[src/rtl/systolic_feeder.sv]
// West/north edge feeder for a square systolic MAC array: per-lane diagonal skew
// of accepted A/B slices plus the clear/feed/drain/done tile sequencer.
module systolic_feeder #(
   parameter int word_size = 16,
   parameter int array_dim = 4,
   parameter int k_depth   = 8
) (
   input  logic                           clk,
   input  logic                           clear,
   input  logic                           start,
   input  logic                           in_valid,
   output logic                           in_ready,
   input  logic [0:array_dim*word_size-1] a_in,
   input  logic [0:array_dim*word_size-1] b_in,
   output logic [0:array_dim*word_size-1] a_skew,
   output logic [0:array_dim*word_size-1] b_skew,
   output logic                           mac_clear,
   output logic                           busy,
   output logic                           done
);

   localparam int cnt_w = (k_depth > 1) ? $clog2(k_depth) : 1;
   localparam int drn_w = $clog2(2 * array_dim);

   localparam logic [2:0] IDLE  = 3'd0;
   localparam logic [2:0] CLR   = 3'd1;
   localparam logic [2:0] FEED  = 3'd2;
   localparam logic [2:0] DRAIN = 3'd3;
   localparam logic [2:0] DONE  = 3'd4;

   logic [2:0]       state_r;
   logic [2:0]       next_s;
   logic [cnt_w-1:0] slice_cnt_r;
   logic [drn_w-1:0] drain_cnt_r;
   logic             accept_s;
   logic             last_slice_s;
   logic             drain_end_s;
   logic             in_ready_r;
   logic             mac_clear_r;
   logic             busy_r;
   logic             done_r;

   assign accept_s     = (state_r == FEED) && in_valid;
   assign last_slice_s = (slice_cnt_r == cnt_w'(k_depth - 1));
   assign drain_end_s  = (drain_cnt_r == drn_w'(2 * array_dim - 1));

   // Tile sequencer next-state decode
   always_comb begin
      next_s = state_r;
      case (state_r)
         IDLE: begin
            if (start) next_s = CLR;
            else       next_s = IDLE;
         end
         CLR:  next_s = FEED;
         FEED: begin
            if (accept_s && last_slice_s) next_s = DRAIN;
            else                          next_s = FEED;
         end
         DRAIN: begin
            if (drain_end_s) next_s = DONE;
            else             next_s = DRAIN;
         end
         DONE:    next_s = IDLE;
         default: next_s = IDLE;
      endcase
   end

   // State, counters and registered status outputs (decoded from next state)
   always_ff @(posedge clk) begin
      if (clear) begin
         state_r     <= IDLE;
         slice_cnt_r <= {cnt_w{1'b0}};
         drain_cnt_r <= {drn_w{1'b0}};
         in_ready_r  <= 1'b0;
         mac_clear_r <= 1'b0;
         busy_r      <= 1'b0;
         done_r      <= 1'b0;
      end else begin
         state_r     <= next_s;
         in_ready_r  <= (next_s == FEED);
         mac_clear_r <= (next_s == CLR);
         busy_r      <= (next_s != IDLE);
         done_r      <= (next_s == DONE);
         if (state_r != FEED)  slice_cnt_r <= {cnt_w{1'b0}};
         else if (!accept_s)   slice_cnt_r <= slice_cnt_r;
         else if (last_slice_s) slice_cnt_r <= {cnt_w{1'b0}};
         else                  slice_cnt_r <= slice_cnt_r + cnt_w'(1);
         if (state_r == DRAIN) drain_cnt_r <= drain_cnt_r + drn_w'(1);
         else                  drain_cnt_r <= {drn_w{1'b0}};
      end
   end

   assign in_ready  = in_ready_r;
   assign mac_clear = mac_clear_r;
   assign busy      = busy_r;
   assign done      = done_r;

   // Lane i: entry register plus i delay stages; bubbles and non-FEED cycles load zero
   for (genvar i = 0; i < array_dim; i++) begin : g_lane
      logic [word_size-1:0] a_pipe_r [0:i];
      logic [word_size-1:0] b_pipe_r [0:i];

      // Skew shift registers for this lane
      always_ff @(posedge clk) begin
         if (clear) begin
            for (int s = 0; s <= i; s++) begin
               a_pipe_r[s] <= {word_size{1'b0}};
               b_pipe_r[s] <= {word_size{1'b0}};
            end
         end else begin
            a_pipe_r[0] <= accept_s ? a_in[i*word_size +: word_size] : {word_size{1'b0}};
            b_pipe_r[0] <= accept_s ? b_in[i*word_size +: word_size] : {word_size{1'b0}};
            for (int s = 1; s <= i; s++) begin
               a_pipe_r[s] <= a_pipe_r[s-1];
               b_pipe_r[s] <= b_pipe_r[s-1];
            end
         end
      end

      assign a_skew[i*word_size +: word_size] = a_pipe_r[i];
      assign b_skew[i*word_size +: word_size] = b_pipe_r[i];
   end

endmodule

[config.mk]
export PLATFORM = sky130hd
export DESIGN_NAME = systolic_feeder
export DESIGN_NICKNAME = d
export VERILOG_FILES = /design/src/rtl/systolic_feeder.sv
export SDC_FILE = /design/constraint.sdc
export NUM_CORES = 1
export LEC_CHECK = 0
export CELL_PAD_IN_SITES_DETAIL_PLACEMENT = 0
export CELL_PAD_IN_SITES_GLOBAL_PLACEMENT = 1
export CORE_MARGIN = 3
export CORE_UTILIZATION = 40
export CTS_CLUSTER_DIAMETER = 50
export DETAILED_ROUTE_END_ITERATION = 10
export GPL_TIMING_DRIVEN = 0
export PLACE_DENSITY_LB_ADDON = 0.1
export SLEW_MARGIN = 20
export SYNTH_ARGS = -nofsm -noshare
export SYNTH_HDL_FRONTEND = slang
export SYNTH_SLANG_ARGS = --single-unit
[constraint.sdc]
create_clock -name clk -period 2.4 [get_ports clk]
set_input_delay 0.36 -clock clk [delete_from_list [all_inputs] [get_ports clk]]
set_output_delay 0.36 -clock clk [all_outputs]
set_load 0.005 [all_outputs]
## Word-level counts from Yosys, hierarchy flattened

Memory sizes are Yosys's and may differ from the RTL's.
Index checks and enable logic that the tools add are counted.

| cells by class | value |
|---|---|
| add/subtract/negate cells | 2 |
| equality and inequality tests | 9 |
| mux-type cells | 38 |
| bitwise operators | 19 |
| reductions and logical operators | 8 |

Operators with widths:

| cell | count |
|---|---|
| 2-to-1 mux 16 bit | 28 |
| OR reduction 16 bit | 2 |
| bitwise OR 1 bit | 18 |
| one-hot mux 3 bit (4 select lines) | 1 |
| == test 3 x 2 -> 1 bit (second input constant) | 3 |
| == test 3 bit (second input constant) | 3 |
| 2-to-1 mux 1 bit | 7 |
| adder 3 x 1 -> 3 bit (second input constant) | 2 |
| == test 3 x 1 -> 1 bit (second input constant) | 2 |
| 2-to-1 mux 3 bit | 2 |
| OR reduction 2 bit | 2 |
| zero test 3 bit | 1 |
| inequality test 3 x 2 -> 1 bit (second input constant) | 1 |
| nonzero test 3 bit | 1 |
| logical AND 1 bit | 2 |
| inverter 1 bit | 1 |

| storage, ports and cells | value |
|---|---|
| bits in registers | 13 |
| bits in writable memories | 320 |
| input bits | 132 |
| output and inout port bits | 132 |
| logic and storage cells | 91 |
| memories | 8 |

Memory list:

| memory | words | width | read ports | clocked after memory_dff | write ports | RTL line | source |
|---|---|---|---|---|---|---|---|
| g_lane[3].a_pipe_r | 4 | 16 | 4 | 0 | 4 | 101 | `logic [word_size-1:0] a_pipe_r [0:i];` |
| g_lane[3].b_pipe_r | 4 | 16 | 4 | 0 | 4 | 102 | `logic [word_size-1:0] b_pipe_r [0:i];` |
| g_lane[2].a_pipe_r | 3 | 16 | 3 | 0 | 3 | 101 |  |
| g_lane[2].b_pipe_r | 3 | 16 | 3 | 0 | 3 | 102 |  |
| g_lane[1].a_pipe_r | 2 | 16 | 2 | 0 | 2 | 101 |  |
| g_lane[1].b_pipe_r | 2 | 16 | 2 | 0 | 2 | 102 |  |
| 2 more memories | n/a | n/a | n/a | n/a | n/a | n/a |  |

## Logic depth before layout (Yosys ltp)

Gate-level depths: netlist of run 1.

| logic depth | value |
|---|---|
| depth after elaboration | 6 |
| depth in mapped cells | 5 |
| gate-level depth less buffers | 5 |

## Worst setup path after synthesis of run 1

Ideal clock, no wire load.

| timing | value |
|---|---|
| path kind | reg-to-reg |
| start point | reg drain_cnt_r[0] |
| end point | reg in_ready_r, in the netlist in_ready |
| library setup time | 0.116 ns |
| arrival | 1.213 ns |
| required time | 2.284 ns |
| setup slack | 1.071 ns |
| stages on the path, launching flop included | 6 |
| buffers on the path | 0 |
| clock period less this slack | 1.329 ns |
| cell sequence | dfxtp_1 -> ha_1 -> ha_1 -> nor4bb_1 -> a221oi_2 -> and3b_1 |

| on the way | value |
|---|---|
| longest elaborated chain between the ends | 4 |

Ends and longest elaborated chain:

| element | RTL line | source |
|---|---|---|
| from (decl) | 34 | `logic [drn_w-1:0] drain_cnt_r;` |
| from (signal assigned) | 74 | `drain_cnt_r <= {drn_w{1'b0}};` |
| from (signal assigned) | 89 | `if (state_r == DRAIN) drain_cnt_r <= drain_cnt_r + drn_w'(1);` |
| from (signal assigned) | 90 | `else drain_cnt_r <= {drn_w{1'b0}};` |
| == test 3 bit | 45 | `assign drain_end_s = (drain_cnt_r == drn_w'(2 * array_dim - 1));` |
| 2-to-1 mux 3 bit | 61 | `if (drain_end_s) next_s = DONE;` |
| one-hot mux 3 bit (4 select lines) | 50 | `case (state_r)` |
| == test 3 x 2 -> 1 bit | 81 | `in_ready_r <= (next_s == FEED);` |
| to (signal assigned) | 81 |  |
| to (decl) | 38 | `logic in_ready_r;` |

Every way passes these cells.
A chain may end at the register's enable or synchronous reset.

==> results of run 1 <==
## stage by stage
step	setup WS [ns]	hold slack (ns)	instance area, um2
6_report	0.594	0.418	13900
5_1_grt	0.528	0.399	13900
4_1_cts	0.569	0.393	13900
3_5_place_dp	0.257	0.412	12800
3_3_place_gp	0.325	0.410	12800
2_1_floorplan	1.07	0.398	9760
## state kept, by name (all words and copies together), names as in the netlist
signal           count
drain_cnt_r          3
g_lane.a_pipe_r    160
done                 1
state_r              3
mac_clear            1
in_ready             1
slice_cnt_r          3
g_lane.b_pipe_r    160
busy                 1
## power groups by stage
| stage | logic (mW) | registers [mW] | clock network, mW |
|---|---|---|---|
| after floorplan | 0.131 | 5.72 | 0 |
| final | 0.419 | 5.60 | 5.32 |
| after CTS | 0.430 | 5.60 | 5.48 |
| after detailed placement | 0.428 | 5.72 | 0 |
| after global placement | 0.428 | 5.72 | 0 |
| after global routing | 0.458 | 5.60 | 5.73 |
## final cells by class
cell class / instances / area share (%)
clock inverter: 13 / 1.10
sequential: 333 / 47.8
timing repair buffer: 263 / 18.9
multi-input combinational: 354 / 16.2
clock buffer: 46 / 7.17
tap: 319 / 2.86
buffer: 117 / 6.01
## cell usage in the layout (no fill, tap or decap), types with 2 or more instances in the layout
master and n:
sky130_fd_sc_hd__nand3b_1 2, sky130_fd_sc_hd__nor2b_1 194, sky130_fd_sc_hd__bufinv_16 3, sky130_fd_sc_hd__clkbuf_1 24, sky130_fd_sc_hd__clkinv_2 6, sky130_fd_sc_hd__dfxtp_1 333
sky130_fd_sc_hd__nand2_1 2, sky130_fd_sc_hd__clkdlybuf4s50_1 263, sky130_fd_sc_hd__nor3_1 2, sky130_fd_sc_hd__ha_1 4, sky130_fd_sc_hd__buf_6 11, sky130_fd_sc_hd__and3_1 2
sky130_fd_sc_hd__buf_4 83, sky130_fd_sc_hd__clkinv_4 2, sky130_fd_sc_hd__buf_2 4, sky130_fd_sc_hd__clkbuf_8 4, sky130_fd_sc_hd__clkbuf_16 37, sky130_fd_sc_hd__nor2_1 3
sky130_fd_sc_hd__and2_1 132, sky130_fd_sc_hd__a21oi_1 2
## per-layer routing
| metal | share of wire, % | GRT usage, % |
|---|---|---|
| met1 | 39 | 14.7 |
| met2 | 46 | 22.4 |
| met3 | 12 | 7.75 |
| met4 | 2.1 | 4.92 |
| met5 | 0.20 | 0 |
## final timing paths
| path | from | end | slack, ns | cells past startpoint |
|---|---|---|---|---|
| min | drain_cnt_r[0] | drain_cnt_r[0] | 0.42 | 1 |
| min reg2reg | drain_cnt_r[0] | drain_cnt_r[0] | 0.42 | 1 |
| max | g_lane[1].a_pipe_r[0][16] | a_skew[31] | 0.59 | 2 |
| max reg2reg | state_r[2] | g_lane[2].a_pipe_r[0][15] | 0.99 | 5 |
## cells by family after synthesis
logic type / synth area share [%]
buffers and inverters: 8.59
AO/OA/AOI/OAI: 0.397
AND/OR/NAND/NOR: 22.2
flip-flops: 68.3
adder cells (fa/ha/maj): 0.513
==> metrics.txt, run 1 <==
run status=finished clean; cell taking the most area after synthesis=sky130_fd_sc_hd__dfxtp_1; Top FF cell, synth=sky130_fd_sc_hd__dfxtp_1; number of buffer and inverter instances along the worst setup path=2; Starting Density=41.1%; first-pass iteration count of the detailed router=4; Post-DRT Antenna Nets=0; area inside the core boundary=23800 um2; top cell family by delay on the critical path=buffers and inverters; routed wirelength normalized by instance count=12.3 um; number of clock sinks=roughly 330; final core utilization=between 50% and 60%; source-to-sink clock delay at the later pin of the worst-skew pair=slightly below 0.5 ns; net switching component of the power=2.21 mW; relative slew slack=64.1%; type of the worst setup path=reg -> out; number of maximum-capacitance constraint violations=0; Synth Register Bits=333; layout cells sized above 1=roughly 14%; top cells by area, synth=sky130_fd_sc_hd__dfxtp_1 68%, sky130_fd_sc_hd__nor2b_1 12%, sky130_fd_sc_hd__and2_1 8.5%, sky130_fd_sc_hd__buf_4 6.4%, sky130_fd_sc_hd__buf_6 1.3%; fraction of registers with async set/reset=0%; global-route wire length before repair=27800 um; leakage power=5.71 nW; final total negative setup slack=0 ns; CP Launch Type=register; width of the die=162 um; peak supply drop=0.000463 V; Clk network pwr share=46.9%; leading cell type by number of instances after synthesis=sky130_fd_sc_hd__dfxtp_1; Worst-Margin Slew=about 0.54 ns; quantity of hold-fixing buffers added after cts=0; f_max=around 550 MHz; Clk pin slew, worst setup/hold paths=0.05 ns; RSZ-0062 raised after global routing=false; combined area of all synthesized cells=9760 um2; area delta synth->final=42.9%; sequential group share of total power=49.4%; minimum clock period after layout=1.81 ns; cell-by-cell listing of the critical path=buf_4 -> clkdlybuf4s50_1; Pint=9.13 mW; yosys warns=0; Synth top cells by count=333 x sky130_fd_sc_hd__dfxtp_1, 194 x sky130_fd_sc_hd__nor2b_1, 132 x sky130_fd_sc_hd__and2_1; area fraction of the dominant cell type after synthesis=about two thirds; Inst Count DP=~1400; number of endpoints with negative hold slack in the final report=0; HP Class=reg -> reg; number of max-slew violations in the final report=0; maximum number of pins on one net before global-route repair=15; average footprint of a synthesized cell=12.1 um2; total power=11.3 mW; relative contribution of combinational cells to total power=3.7%; GP Congestion=0.734; site row count=56; via count of the first global-routing pass=5451; H-tree level count=2; Post-Syn Instances=around 800; Port Buffer Count=between 200 and 300; Die H=around 160 um; number of design rule violations left after detail routing=0; DR vias=5614; Boundary Pins=264; aggregate routed wire length=17800 um; critical path data arrival time=1.45 ns; final non-filler cell total=1445; overflow left after global routing=0; Root Buffer Master=sky130_fd_sc_hd__clkbuf_16; period utilisation layout=about three quarters; fin nets=around 1200; distinct cell type count after synthesis=25; number of antenna violations at the first check in global routing=3; Seq/Total Area, Yosys=68.3%; post-synthesis net count=940; clock buffer depth=3; TritonCTS buffer count=37; total inserted antenna cells=0; Switching Share=19.5%; DRC violation total after the first TritonRoute iteration=107; post-detailed-route via-to-cell ratio=3.89; count of filler cells inserted in the layout=2013; slowest cell delay on critical path=0.56 ns; area of the die=26300 um2; largest clock skew in the final design=0.00919 ns; register area=6670 um2; setup-violating endpoint count in the final report=0; category of the worst setup path capture point=output port; Required @ worst endpoint=between 2 and 2.5 ns; worst-path maximum fanout=1; GRT Total Usage=13.6%; ratio of total power to cell area=813 nW/um2; post_cts resized=0; area occupied by multi-input gates=roughly 2300 um2; HPWL after detailed placement=around 13000 um; TritonCTS clock tree=yes; EDFF count, synth=0; postcts setup bufs=0; crit path max-delay cell type=sky130_fd_sc_hd__clkdlybuf4s50_1
No activity file was read; power rests on OpenSTA's default activity.
==> inputs of run 2 (changes only) <==
--- a/config.mk
+++ b/config.mk
@@ -8,7 +8,7 @@
 export CELL_PAD_IN_SITES_DETAIL_PLACEMENT = 0
 export CELL_PAD_IN_SITES_GLOBAL_PLACEMENT = 1
 export CORE_MARGIN = 3
-export CORE_UTILIZATION = 40
+export CORE_UTILIZATION = 33
 export CTS_CLUSTER_DIAMETER = 50
 export DETAILED_ROUTE_END_ITERATION = 10
 export GPL_TIMING_DRIVEN = 0
==> constraint.sdc (replaced) <==
create_clock -name clk -period 1.6 [get_ports clk]
set_input_delay 0.24 -clock clk [delete_from_list [all_inputs] [get_ports clk]]
set_output_delay 0.24 -clock clk [all_outputs]
set_load 0.005 [all_outputs]
==> run 2 against run 1 <==
Clock power rose by 68%. Core utilization decreased by 9.8 points. Critical endpoint is now a_skew[57]. First-iteration DRC count increased by 14%. Clock skew grew 0.0059 ns.
==> metrics.txt, run 2 (synthesis results as in run 1) <==
number of antenna violations at the first check in global routing=2 (-1); cell count of the worst hold path=2 (+1); postcts setup bufs=0 (unchanged); Clk pin slew, worst setup/hold paths=0.06 ns (about the same); number of max-slew violations in the final report=0 (unchanged); Worst-Margin Slew=0.637 ns (+0.0994 ns); HP Class=in -> reg; end of the worst register-to-register path=g_lane[2].a_pipe_r[0][15]; routed wirelength normalized by instance count=12.7 um (+2.7%); area of the die=31700 um2 (+20%); Port Buffer Count=263 (unchanged); run status=finished clean; GP Congestion=0.690 (-6.1%); count of cells along the worst register-to-register path=5 (unchanged); global-route wire length before repair=29600 um (+6.5%); critical path data arrival time=1.31 ns (-0.14 ns); type of the worst setup path=reg -> out; total inserted antenna cells=0 (unchanged); site row count=62 (+11%); maximum number of pins on one net before global-route repair=14 (-1); Boundary Pins=264 (unchanged); register area=6670 um2 (unchanged); post_cts resized=99 (+99); H-tree level count=2 (unchanged); slowest cell delay on critical path=0.51 ns (-0.05 ns); Die H=178 um (+9.7%); top cell family by delay on the critical path=buffers and inverters; width of the die=178 um (+9.7%); number of endpoints with negative hold slack in the final report=0 (unchanged); count of filler cells inserted in the layout=2678 (+33%); most common cell after layout, fill and taps aside=sky130_fd_sc_hd__dfxtp_1; setup-violating endpoint count in the final report=0 (unchanged); leakage power=6.67 nW (+17%); fin nets=1244 (+0.16%); source-to-sink clock delay at the later pin of the worst-skew pair=0.51 ns (+0.02 ns); Reg2Reg Setup Slack=0.17 ns (-0.82 ns); minimum clock period after layout=1.55 ns; post-detailed-route via-to-cell ratio=3.74 (-3.9%); HPWL after detailed placement=14100 um (+8.5%); layout cells sized above 1=14.4% (+0.67 points); area inside the core boundary=28900 um2 (+22%); cell-by-cell listing of the critical path=clkdlybuf4s50_1; TritonCTS clock tree=yes; Placed Area=12900 um2 (+0.64%); first-pass iteration count of the detailed router=4 (unchanged); via count of the first global-routing pass=5612 (+3.0%); Required @ worst endpoint=1.36 ns (-0.68 ns); Post-DRT Antenna Nets=0 (unchanged); setup slack of the critical path after layout=0.0461 ns (-0.548 ns); number of clock sinks=333 (unchanged); DRC violation total after the first TritonRoute iteration=122 (+14%); f_max=644 MHz; RSZ-0062 raised after global routing=false; most frequent cells in the layout=333 x sky130_fd_sc_hd__dfxtp_1, 194 x sky130_fd_sc_hd__nor2b_1, 143 x sky130_fd_sc_hd__clkdlybuf4s50_1, 132 x sky130_fd_sc_hd__and2_1, 99 x sky130_fd_sc_hd__dlygate4sd2_1; aggregate routed wire length=19200 um (+8.0%); Starting Density=33.7% (-7.4 points); number of maximum-capacitance constraint violations=0 (unchanged); Fin Hold WS=0.282 ns (-0.136 ns); hold wc startpoint=b_in[42]; Final Instance Area=14100 um2 (+1.4%); largest registers=g_lane.a_pipe_r (160), g_lane.b_pipe_r (160); TritonCTS buffer count=39 (+5.4%); relative slew slack=57.5% (-6.6 points); largest clock skew in the final design=0.0151 ns (+0.00587 ns); CP Launch Type=register; Root Buffer Master=sky130_fd_sc_hd__clkbuf_16; DP Worst Slack=-0.467 ns (-0.724 ns); clock buffer depth=3 (unchanged); area occupied by multi-input gates=2260 um2 (unchanged); beginning of the worst register-to-register path=state_r[2]; Hold Crit Endpoint=g_lane[2].b_pipe_r[0][5]; category of the worst setup path capture point=output port; overflow left after global routing=0 (unchanged); peak supply drop=0.000911 V (+97%); number of design rule violations left after detail routing=0 (unchanged); ratio of total power to cell area=1270 nW/um2 (+56%); number of buffer and inverter instances along the worst setup path=1 (-1); worst-path maximum fanout=1 (unchanged); quantity of hold-fixing buffers added after cts=0 (unchanged); period utilisation layout=97.1%; crit path max-delay cell type=sky130_fd_sc_hd__clkdlybuf4s50_1; Inst Count DP=1451 (+4.7%); area delta synth->final=44.9%; final non-filler cell total=1520 (+5.2%); DR vias=5678 (+1.1%); GRT Total Usage=12.1% (-1.5 points)
## run 2: worst max-delay path by stage
stage / start / endpoint / depth (start not counted) / slack, ns
after global placement: clear / g_lane[2].a_pipe_r[0][27] / 4 / -0.49
after floorplan: drain_cnt_r[0] / in_ready / 5 / 0.27
after global routing: g_lane[0].a_pipe_r[0][3] / a_skew[12] / 1 / 0.0002
after detailed placement: clear / g_lane[2].a_pipe_r[0][34] / 4 / -0.47
after CTS: g_lane[0].b_pipe_r[0][1] / b_skew[14] / 1 / 0.004
final: g_lane[3].a_pipe_r[3][6] / a_skew[57] / 1 / 0.05
## run 2: metal layers
metal  global-route usage [%]  wire [um]  vias to the layer above
li1                         -          -                     2979
met1                     13.1       7320                     2440
met2                     19.8       8860                      212
met3                     7.19       2600                       43
met4                     4.02        444                        4
met5                        0         22                        -
## run 2: metrics by stage
step           power (mW)  util, %  setup TNS [ns]
4_1_cts              18.3     48.7               0
3_5_place_dp         9.24     44.5          -90.42
5_1_grt              18.7     48.9               0
6_report             18.0     48.9               0
2_1_floorplan        8.78        -               0
3_3_place_gp         9.24     44.5          -94.21
## run 2: final cells by class
| cell class | instances | share of cell area [%] |
|---|---|---|
| Multi-Input combinational cell | 354 | 16.0 |
| Clock inverter | 17 | 1.73 |
| Timing Repair Buffer | 263 | 18.1 |
| Clock buffer | 52 | 7.75 |
| Sequential cell | 333 | 47.1 |
| Tap cell | 384 | 3.40 |
| Buffer | 117 | 5.93 |
## run 2: power breakdown
group | switching [mW] | internal [mW] | leakage, nW
Clock | 3.30 | 5.66 | 0.658
Combinational | 0.214 | 0.412 | 3.32
Sequential | 0.0165 | 8.38 | 2.69
